**src/rtl/rps_pkg.sv**
```systemverilog
// Shared encodings, FSM state type and round-judging helper for the
// rock-paper-scissors match controller.
package rps_pkg;

   // One-hot punch encodings
   localparam logic [2:0] SCISSORS = 3'b001;
   localparam logic [2:0] STONE    = 3'b010;
   localparam logic [2:0] PAPER    = 3'b100;

   // Round result encodings
   localparam logic [1:0] RES_NONE = 2'd0;
   localparam logic [1:0] RES_P1   = 2'd1;
   localparam logic [1:0] RES_P2   = 2'd2;
   localparam logic [1:0] RES_TIE  = 2'd3;

   // Match winner encodings
   localparam logic [1:0] WIN_NONE = 2'd0;
   localparam logic [1:0] WIN_P1   = 2'd1;
   localparam logic [1:0] WIN_P2   = 2'd2;

   typedef enum logic [2:0] {
      IDLE,
      COUNT,
      CAPTURE,
      JUDGE,
      SHOW,
      DONE
   } state_t;

   // A punch counts only when it is exactly one of the three legal codes
   function automatic logic punch_valid(input logic [2:0] p);
      return (p == SCISSORS) || (p == STONE) || (p == PAPER);
   endfunction

   // Decide a round; an invalid punch forfeits against a valid one
   function automatic logic [1:0] judge(input logic [2:0] punch_a,
                                        input logic [2:0] punch_b);
      logic va;
      logic vb;
      logic a_beats;
      va      = punch_valid(punch_a);
      vb      = punch_valid(punch_b);
      a_beats = ((punch_a == STONE)    && (punch_b == SCISSORS)) ||
                ((punch_a == SCISSORS) && (punch_b == PAPER))    ||
                ((punch_a == PAPER)    && (punch_b == STONE));
      if (!va && !vb)
         return RES_TIE;
      else if (!va)
         return RES_P2;
      else if (!vb)
         return RES_P1;
      else if (punch_a == punch_b)
         return RES_TIE;
      else if (a_beats)
         return RES_P1;
      else
         return RES_P2;
   endfunction

endpackage

```
**src/rtl/rps_match_ctrl_tick_gen.sv**
```systemverilog
// Clearable tick divider: one-cycle tick every CLK_DIV cycles, counted
// from the last clear, so the first tick lands exactly CLK_DIV cycles
// after the clearing edge.
module tick_gen #(
   parameter int CLK_DIV = 25000
) (
   input  logic CLK,
   input  logic RST,
   input  logic clr,
   output logic tick
);

   localparam int CNT_W = (CLK_DIV > 2) ? $clog2(CLK_DIV) : 1;

   logic [CNT_W-1:0] cnt;

   assign tick = (cnt == CNT_W'(CLK_DIV - 1));

   // Divider counter; clear wins so a state entry restarts the period
   always_ff @(posedge CLK or posedge RST) begin
      if (RST)
         cnt <= '0;
      else if (clr || tick)
         cnt <= '0;
      else
         cnt <= cnt + CNT_W'(1);
   end

endmodule

```
**src/rtl/rps_match_ctrl.sv**
```systemverilog
// Two-player rock-paper-scissors match controller: paced countdown,
// single-cycle punch capture, judging, scoring and match termination.
// Optional build macro EARLY_FOUL_EN: punching on the final countdown
// tick fouls that player and adds the 'foul' output.
module rps_match_ctrl
   import rps_pkg::*;
#(
   parameter int CLK_DIV         = 25000,
   parameter int COUNTDOWN_TICKS = 3,
   parameter int SHOW_TICKS      = 4,
   parameter int WIN_SCORE       = 3,
   parameter int SCORE_W         = $clog2(WIN_SCORE + 1)
) (
   input  logic               CLK,
   input  logic               RST,
   input  logic               start,
   input  logic [2:0]         punch_1,
   input  logic [2:0]         punch_2,
   output logic [3:0]         countdown,
   output logic [2:0]         shown_1,
   output logic [2:0]         shown_2,
   output logic [1:0]         result,
   output logic [SCORE_W-1:0] score_1,
   output logic [SCORE_W-1:0] score_2,
   output logic               match_over,
   output logic [1:0]         winner,
   output logic               busy
`ifdef EARLY_FOUL_EN
   ,output logic [1:0]        foul
`endif
);

   localparam int SHOW_W = (SHOW_TICKS > 1) ? $clog2(SHOW_TICKS + 1) : 1;
   localparam logic [SCORE_W-1:0] WIN_VAL = SCORE_W'(WIN_SCORE);

   state_t             state, state_nxt;
   logic [3:0]         countdown_nxt;
   logic [2:0]         shown_1_nxt, shown_2_nxt;
   logic [1:0]         result_nxt, winner_nxt;
   logic [SCORE_W-1:0] score_1_nxt, score_2_nxt;
   logic [SHOW_W-1:0]  show_cnt, show_cnt_nxt;
   logic [2:0]         judge_1, judge_2;
   logic [1:0]         res_now;
   logic               tick, tick_clr;
`ifdef EARLY_FOUL_EN
   logic [1:0]         foul_r, foul_nxt;
`endif

   tick_gen #(.CLK_DIV(CLK_DIV)) u_tick_gen (
      .CLK  (CLK),
      .RST  (RST),
      .clr  (tick_clr),
      .tick (tick)
   );

   assign match_over = (state == DONE);
   assign busy       = (state != IDLE) && (state != DONE);

`ifdef EARLY_FOUL_EN
   assign foul    = ((state == JUDGE) || (state == SHOW)) ? foul_r : 2'b00;
   assign judge_1 = foul_r[0] ? 3'b000 : shown_1;
   assign judge_2 = foul_r[1] ? 3'b000 : shown_2;
`else
   assign judge_1 = shown_1;
   assign judge_2 = shown_2;
`endif

   assign res_now = judge(judge_1, judge_2);

   // State and datapath registers; reset returns everything to IDLE/zero
   always_ff @(posedge CLK or posedge RST) begin
      if (RST) begin
         state     <= IDLE;
         countdown <= '0;
         shown_1   <= '0;
         shown_2   <= '0;
         result    <= RES_NONE;
         score_1   <= '0;
         score_2   <= '0;
         winner    <= WIN_NONE;
         show_cnt  <= '0;
`ifdef EARLY_FOUL_EN
         foul_r    <= '0;
`endif
      end else begin
         state     <= state_nxt;
         countdown <= countdown_nxt;
         shown_1   <= shown_1_nxt;
         shown_2   <= shown_2_nxt;
         result    <= result_nxt;
         score_1   <= score_1_nxt;
         score_2   <= score_2_nxt;
         winner    <= winner_nxt;
         show_cnt  <= show_cnt_nxt;
`ifdef EARLY_FOUL_EN
         foul_r    <= foul_nxt;
`endif
      end
   end

   // Next-state and next-register logic; tick_clr fires on each entry to COUNT/SHOW
   always_comb begin
      state_nxt     = state;
      countdown_nxt = countdown;
      shown_1_nxt   = shown_1;
      shown_2_nxt   = shown_2;
      result_nxt    = result;
      score_1_nxt   = score_1;
      score_2_nxt   = score_2;
      winner_nxt    = winner;
      show_cnt_nxt  = show_cnt;
      tick_clr      = 1'b0;
`ifdef EARLY_FOUL_EN
      foul_nxt      = foul_r;
`endif
      case (state)
         IDLE, DONE: begin
            if (start) begin
               state_nxt     = COUNT;
               countdown_nxt = 4'(COUNTDOWN_TICKS);
               shown_1_nxt   = '0;
               shown_2_nxt   = '0;
               result_nxt    = RES_NONE;
               score_1_nxt   = '0;
               score_2_nxt   = '0;
               winner_nxt    = WIN_NONE;
               tick_clr      = 1'b1;
`ifdef EARLY_FOUL_EN
               foul_nxt      = 2'b00;
`endif
            end
         end
         COUNT: begin
            if (tick) begin
               if (countdown == 4'd1) begin
                  state_nxt     = CAPTURE;
                  countdown_nxt = '0;
`ifdef EARLY_FOUL_EN
                  foul_nxt      = {punch_2 != 3'b000, punch_1 != 3'b000};
`endif
               end else begin
                  countdown_nxt = countdown - 4'd1;
               end
            end
         end
         CAPTURE: begin
            shown_1_nxt = punch_1;
            shown_2_nxt = punch_2;
            state_nxt   = JUDGE;
         end
         JUDGE: begin
            result_nxt = res_now;
            if ((res_now == RES_P1) && (score_1 != WIN_VAL))
               score_1_nxt = score_1 + SCORE_W'(1);
            if ((res_now == RES_P2) && (score_2 != WIN_VAL))
               score_2_nxt = score_2 + SCORE_W'(1);
            show_cnt_nxt = SHOW_W'(SHOW_TICKS);
            state_nxt    = SHOW;
            tick_clr     = 1'b1;
         end
         SHOW: begin
            if (tick) begin
               if (show_cnt == SHOW_W'(1)) begin
                  if ((score_1 == WIN_VAL) || (score_2 == WIN_VAL)) begin
                     state_nxt  = DONE;
                     winner_nxt = (score_1 == WIN_VAL) ? WIN_P1 : WIN_P2;
                  end else begin
                     state_nxt     = COUNT;
                     countdown_nxt = 4'(COUNTDOWN_TICKS);
                     result_nxt    = RES_NONE;
                     tick_clr      = 1'b1;
`ifdef EARLY_FOUL_EN
                     foul_nxt      = 2'b00;
`endif
                  end
               end else begin
                  show_cnt_nxt = show_cnt - SHOW_W'(1);
               end
            end
         end
         default: state_nxt = IDLE;
      endcase
   end

endmodule

```
**config.mk**
```make
export PLATFORM = sky130hd
export DESIGN_NAME = rps_match_ctrl
export DESIGN_NICKNAME = d
export VERILOG_FILES = /design/src/rtl/rps_pkg.sv /design/src/rtl/rps_match_ctrl_tick_gen.sv /design/src/rtl/rps_match_ctrl.sv
export SDC_FILE = /design/constraint.sdc
export NUM_CORES = 1
export LEC_CHECK = 0
export BUFFER_PORTS_ARGS = -buffer_cell sky130_fd_sc_hd__buf_2
export CAP_MARGIN = 20
export CORE_UTILIZATION = 57
export CTS_CLUSTER_DIAMETER = 100
export DETAILED_ROUTE_END_ITERATION = 10
export PLACE_DENSITY = 0.79
export RECOVER_POWER = 50
export SLEW_MARGIN = 20
export SYNTH_ARGS = -nofsm -noshare
export SYNTH_HDL_FRONTEND = slang
export SYNTH_SLANG_ARGS = --single-unit
```
**constraint.sdc**
```tcl
create_clock -name CLK -period 2.3 [get_ports CLK]
set_input_delay 0.115 -clock CLK [delete_from_list [all_inputs] [get_ports CLK]]
set_output_delay 0.115 -clock CLK [all_outputs]
set_load 0.05 [all_outputs]
```
==> metrics.md <==
| Metric | Value |
|---|---|
| Clk buf depth | `2` |
| Final critical-path share of the clock period | `85.7%` |
| Die height | `64.8 microns` |
| Ports | `29` |
| Clock Power Share | `29.0%` |
| Setup violators final | `0` |
| Hold worst-path end | `shown_1[0]$_DFFE_PP0P_` |
| Tmin final | `1.97 ns` |
| GP Congestion | `0.840` |
| Worst R2R Setup Slack | `0.33 ns` |
| Switching part of the total | `29.1%` |
| Die W | `64.8 microns` |
| Worst Path Required | `2.46 ns` |
| NetSw | `0.453 mW` |
| Fmax | `0.507 GHz` |
| Final HPWL DP | `3350 microns` |
| Synth Flop Type | `dfrtp_1` |
| VDD IR-drop max | `0.000620 V` |
| Crit path cell chain | `ha_1 -> nor4b_4 -> nand4_4 -> a211o_1 -> o21bai_1 -> a22o_1` |
| Pins over their slew limit | `0` |
| Syn Inst Count | `239` |
| Cell taking the most area after synthesis | `dfrtp_1` |
| Pre-Repair DR Iteration Count | `4` |
| Syn-to-layout area delta | `12.0%` |
| Core Region | `3720 sq um` |
| Post-synthesis cell type count | `47` |
| Post-DR vias/cell | `5.86` |
| Routed WL | `4480 microns` |
| Hold depth | `2` |
| Status | `finished, final reports clean` |
| Setup crit end kind | `register` |
| Initial antenna violation count | `0` |
| # fillers | `312` |
| Yosys reg bits | `39` |
| Power Density | `617 nW/um^2` |
| Count leader, synth | `dfrtp_1` |
| Layout cells sized above 1 | `13.7%` |
| Synth top cells by count | `39 x dfrtp_1, 32 x nor2_1, 16 x nand2_1` |
| Multi-input gate area in the final layout | `1200 sq um` |
| Worst rel slew slack | `36.6%` |
| Vias after detailed routing | `1864` |
| Antenna fix cells | `0` |
| Clk_lat worst skew | `0.28 ns` |
| Actual slew at the worst max-slew pin | `0.951 ns` |
| First-pass GRT wire length | `7850 microns` |
| CP top delay family | `compound AO/OA/AOI/OAI gates` |
| Post-CTS Resized | `0` |
| Top post-synthesis cells by area | `dfrtp_1 43%, nor2_1 5.3%, ha_1 3.9%` |
| Synth top area share | `43.4%` |
| Leak Pwr | `1.15 nW` |
| Port-buffer cells | `28` |
| Largest stage delay on the critical path | `0.39 ns` |
| Synth Cell Area | `2250 sq um` |
| Yosys warns | `0` |
| Internal | `1.10 mW` |
| Sequential cell area fraction in the yosys report | `43.4%` |
| Initial core utilization | `60.5%` |
| Maximum number of pins on one net before global-route repair | `40` |
| Fin. Hold Viols | `0` |
| Nets | `286` |
| Worst-path cell with the longest stage delay | `dfrtp_1` |
| Final hold slack | `0.0552 ns` |
| Worst r2r dst | `countdown[3]$_DFFE_PP0P_` |
| Worst hold path class | `in -> reg` |
| Ys async rst share | `100%` |
| Storage cell area | `976 sq um` |
| Vias in the first global route | `1764` |
| Worst setup margin | `0.329 ns` |
| # H-tree levels | `2` |
| CP Launch Type | `register` |
| RSZ-0062 raised after global routing | `no` |
| Seq pwr share | `54.9%` |
| Final ANT Viol Nets | `0` |
| Crit path buffers/inverters | `0` |
| GRT Residual Overflow | `0` |
| Drt drc | `0` |
| Num rows | `22` |
| Clk slew on worst S/H paths | `0.07 ns` |
| R2r worst-path depth | `6` |
| RR Startpoint | `u_tick_gen.cnt[0]$_DFF_PP0_` |
| DR iter-0 viols | `125` |
| Crit path kind | `reg -> reg` |
| Hold Startpoint | `punch_1[0]` |
| Drt wl/cell | `14.1 microns` |
| Clk root buf | `clkbuf_8` |
| Die area | `4200 sq um` |
| Mean Syn Cell Area | `9.41 sq um` |
| Critical Path AT | `2.14 ns` |
| Final Instance Count excl. Fillers | `318` |
| Synthesized net count | `255` |
| CTS tree | `built` |
| Tot GR Track Use | `24.5%` |
| Post-synth EDFFs | `0` |
| CTS Buf Count | `5` |
| Final Util | `67.8%` |
| Placed cells | `310` |
| Max cap viols | `0` |
| Gate power share | `16.1%` |
| Worst-path fanout max | `8` |
| TNS Setup | `0 ns` |
| Fin Clk Skew | `0.00376 ns` |
| Clock sink total | `39` |
| Dpl ws | `0.329 ns` |
## layer usage
| layer | track usage, % | share of wire, % |
|---|---|---|
| met4 | 7.50 | 1.0 |
| met5 | 0 | 0 |
| met2 | 41.5 | 50 |
| met3 | 5.63 | 4.3 |
| met1 | 30.8 | 45 |
## cell usage in the layout, fill, tap and decap left out, types with 2 or more instances in the layout
master	count
ha_1	7
nand4b_1	2
clkbuf_8	6
o21bai_1	3
nor2_1	32
a21o_1	2
o22ai_1	5
a21oi_1	10
nand4_1	3
and3_1	3
xor2_1	9
xnor2_1	5
clkbuf_1	10
nor2b_1	5
nand3_1	11
nor3b_1	5
and2_1	3
a211oi_1	2
nand2_1	16
buf_4	3
nor4b_1	4
dfrtp_1	39
buf_2	18
and4bb_2	3
o21ai_0	10
nor3_1	7
inv_1	9
a22o_1	8
or3b_1	2
o31ai_1	2
a32o_1	2
nand2b_1	4
o41ai_1	2
## cell type report
| type | instances | area share [%] |
|---|---|---|
| Inverter | 9 | 1.34 |
| Timing Repair Buffer | 33 | 6.56 |
| Multi-Input combinational cell | 182 | 47.5 |
| Clock inverter | 1 | 0.199 |
| Sequential cell | 39 | 38.7 |
| Clock buffer | 6 | 3.28 |
| Tap cell | 48 | 2.38 |
## state kept, by name (all words and copies together) (netlist names)
register	cells
score_1	2
countdown	4
show_cnt	3
shown_2	3
shown_1	3
winner	2
result	2
score_2	2
u_tick_gen.cnt	15
state	3
## stage by stage
stage               total power, mW  instance area, sq um
floorplan                      1.05                  2250
global placement               1.11                  2440
detailed placement             1.12                  2440
CTS                            1.57                  2530
global route                   1.65                  2520
finish                         1.55                  2520
## worst max path at each step
stage	from	end	slack [ns]	cells after the start
floorplan	score_2[0]$_DFFE_PP0P_	countdown[3]$_DFFE_PP0P_	0.24	6
global route	state[0]$_DFFE_PP0P_	u_tick_gen.cnt[2]$_DFF_PP0_	0.16	5
CTS	u_tick_gen.cnt[0]$_DFF_PP0_	countdown[3]$_DFFE_PP0P_	0.32	6
global placement	u_tick_gen.cnt[0]$_DFF_PP0_	countdown[3]$_DFFE_PP0P_	0.40	6
finish	u_tick_gen.cnt[0]$_DFF_PP0_	countdown[3]$_DFFE_PP0P_	0.33	6
detailed placement	u_tick_gen.cnt[0]$_DFF_PP0_	countdown[3]$_DFFE_PP0P_	0.33	6
## cell families (layout without fill, tap and decap cells)
logic type	Yosys count	in the layout	synth area share (%)
AOI/OAI and AO/OA	53	53	16.2
xor gates and xnor gates	14	14	5.45
adders and majority gates	7	7	3.89
buffers and inverters	18	49	3.45
DFF	39	39	43.4
muxes	1	1	0.501
and+or+nand+nor	107	107	27.1
## power by group through the flow
stage               registers, mW  logic, mW  clock network (mW)
floorplan                   0.865      0.181                   0
global placement            0.861      0.246                   0
detailed placement          0.863      0.253                   0
CTS                         0.849      0.255               0.465
global route                0.861      0.291               0.495
finish                      0.853      0.250               0.450
## what timing repair did
action	4_1_cts	5_1_grt
hold buffers	1	0
buffers inserted	0	0
hold endpoints to repair	39	0
Note: power is estimated with default switching activity, not from simulation.
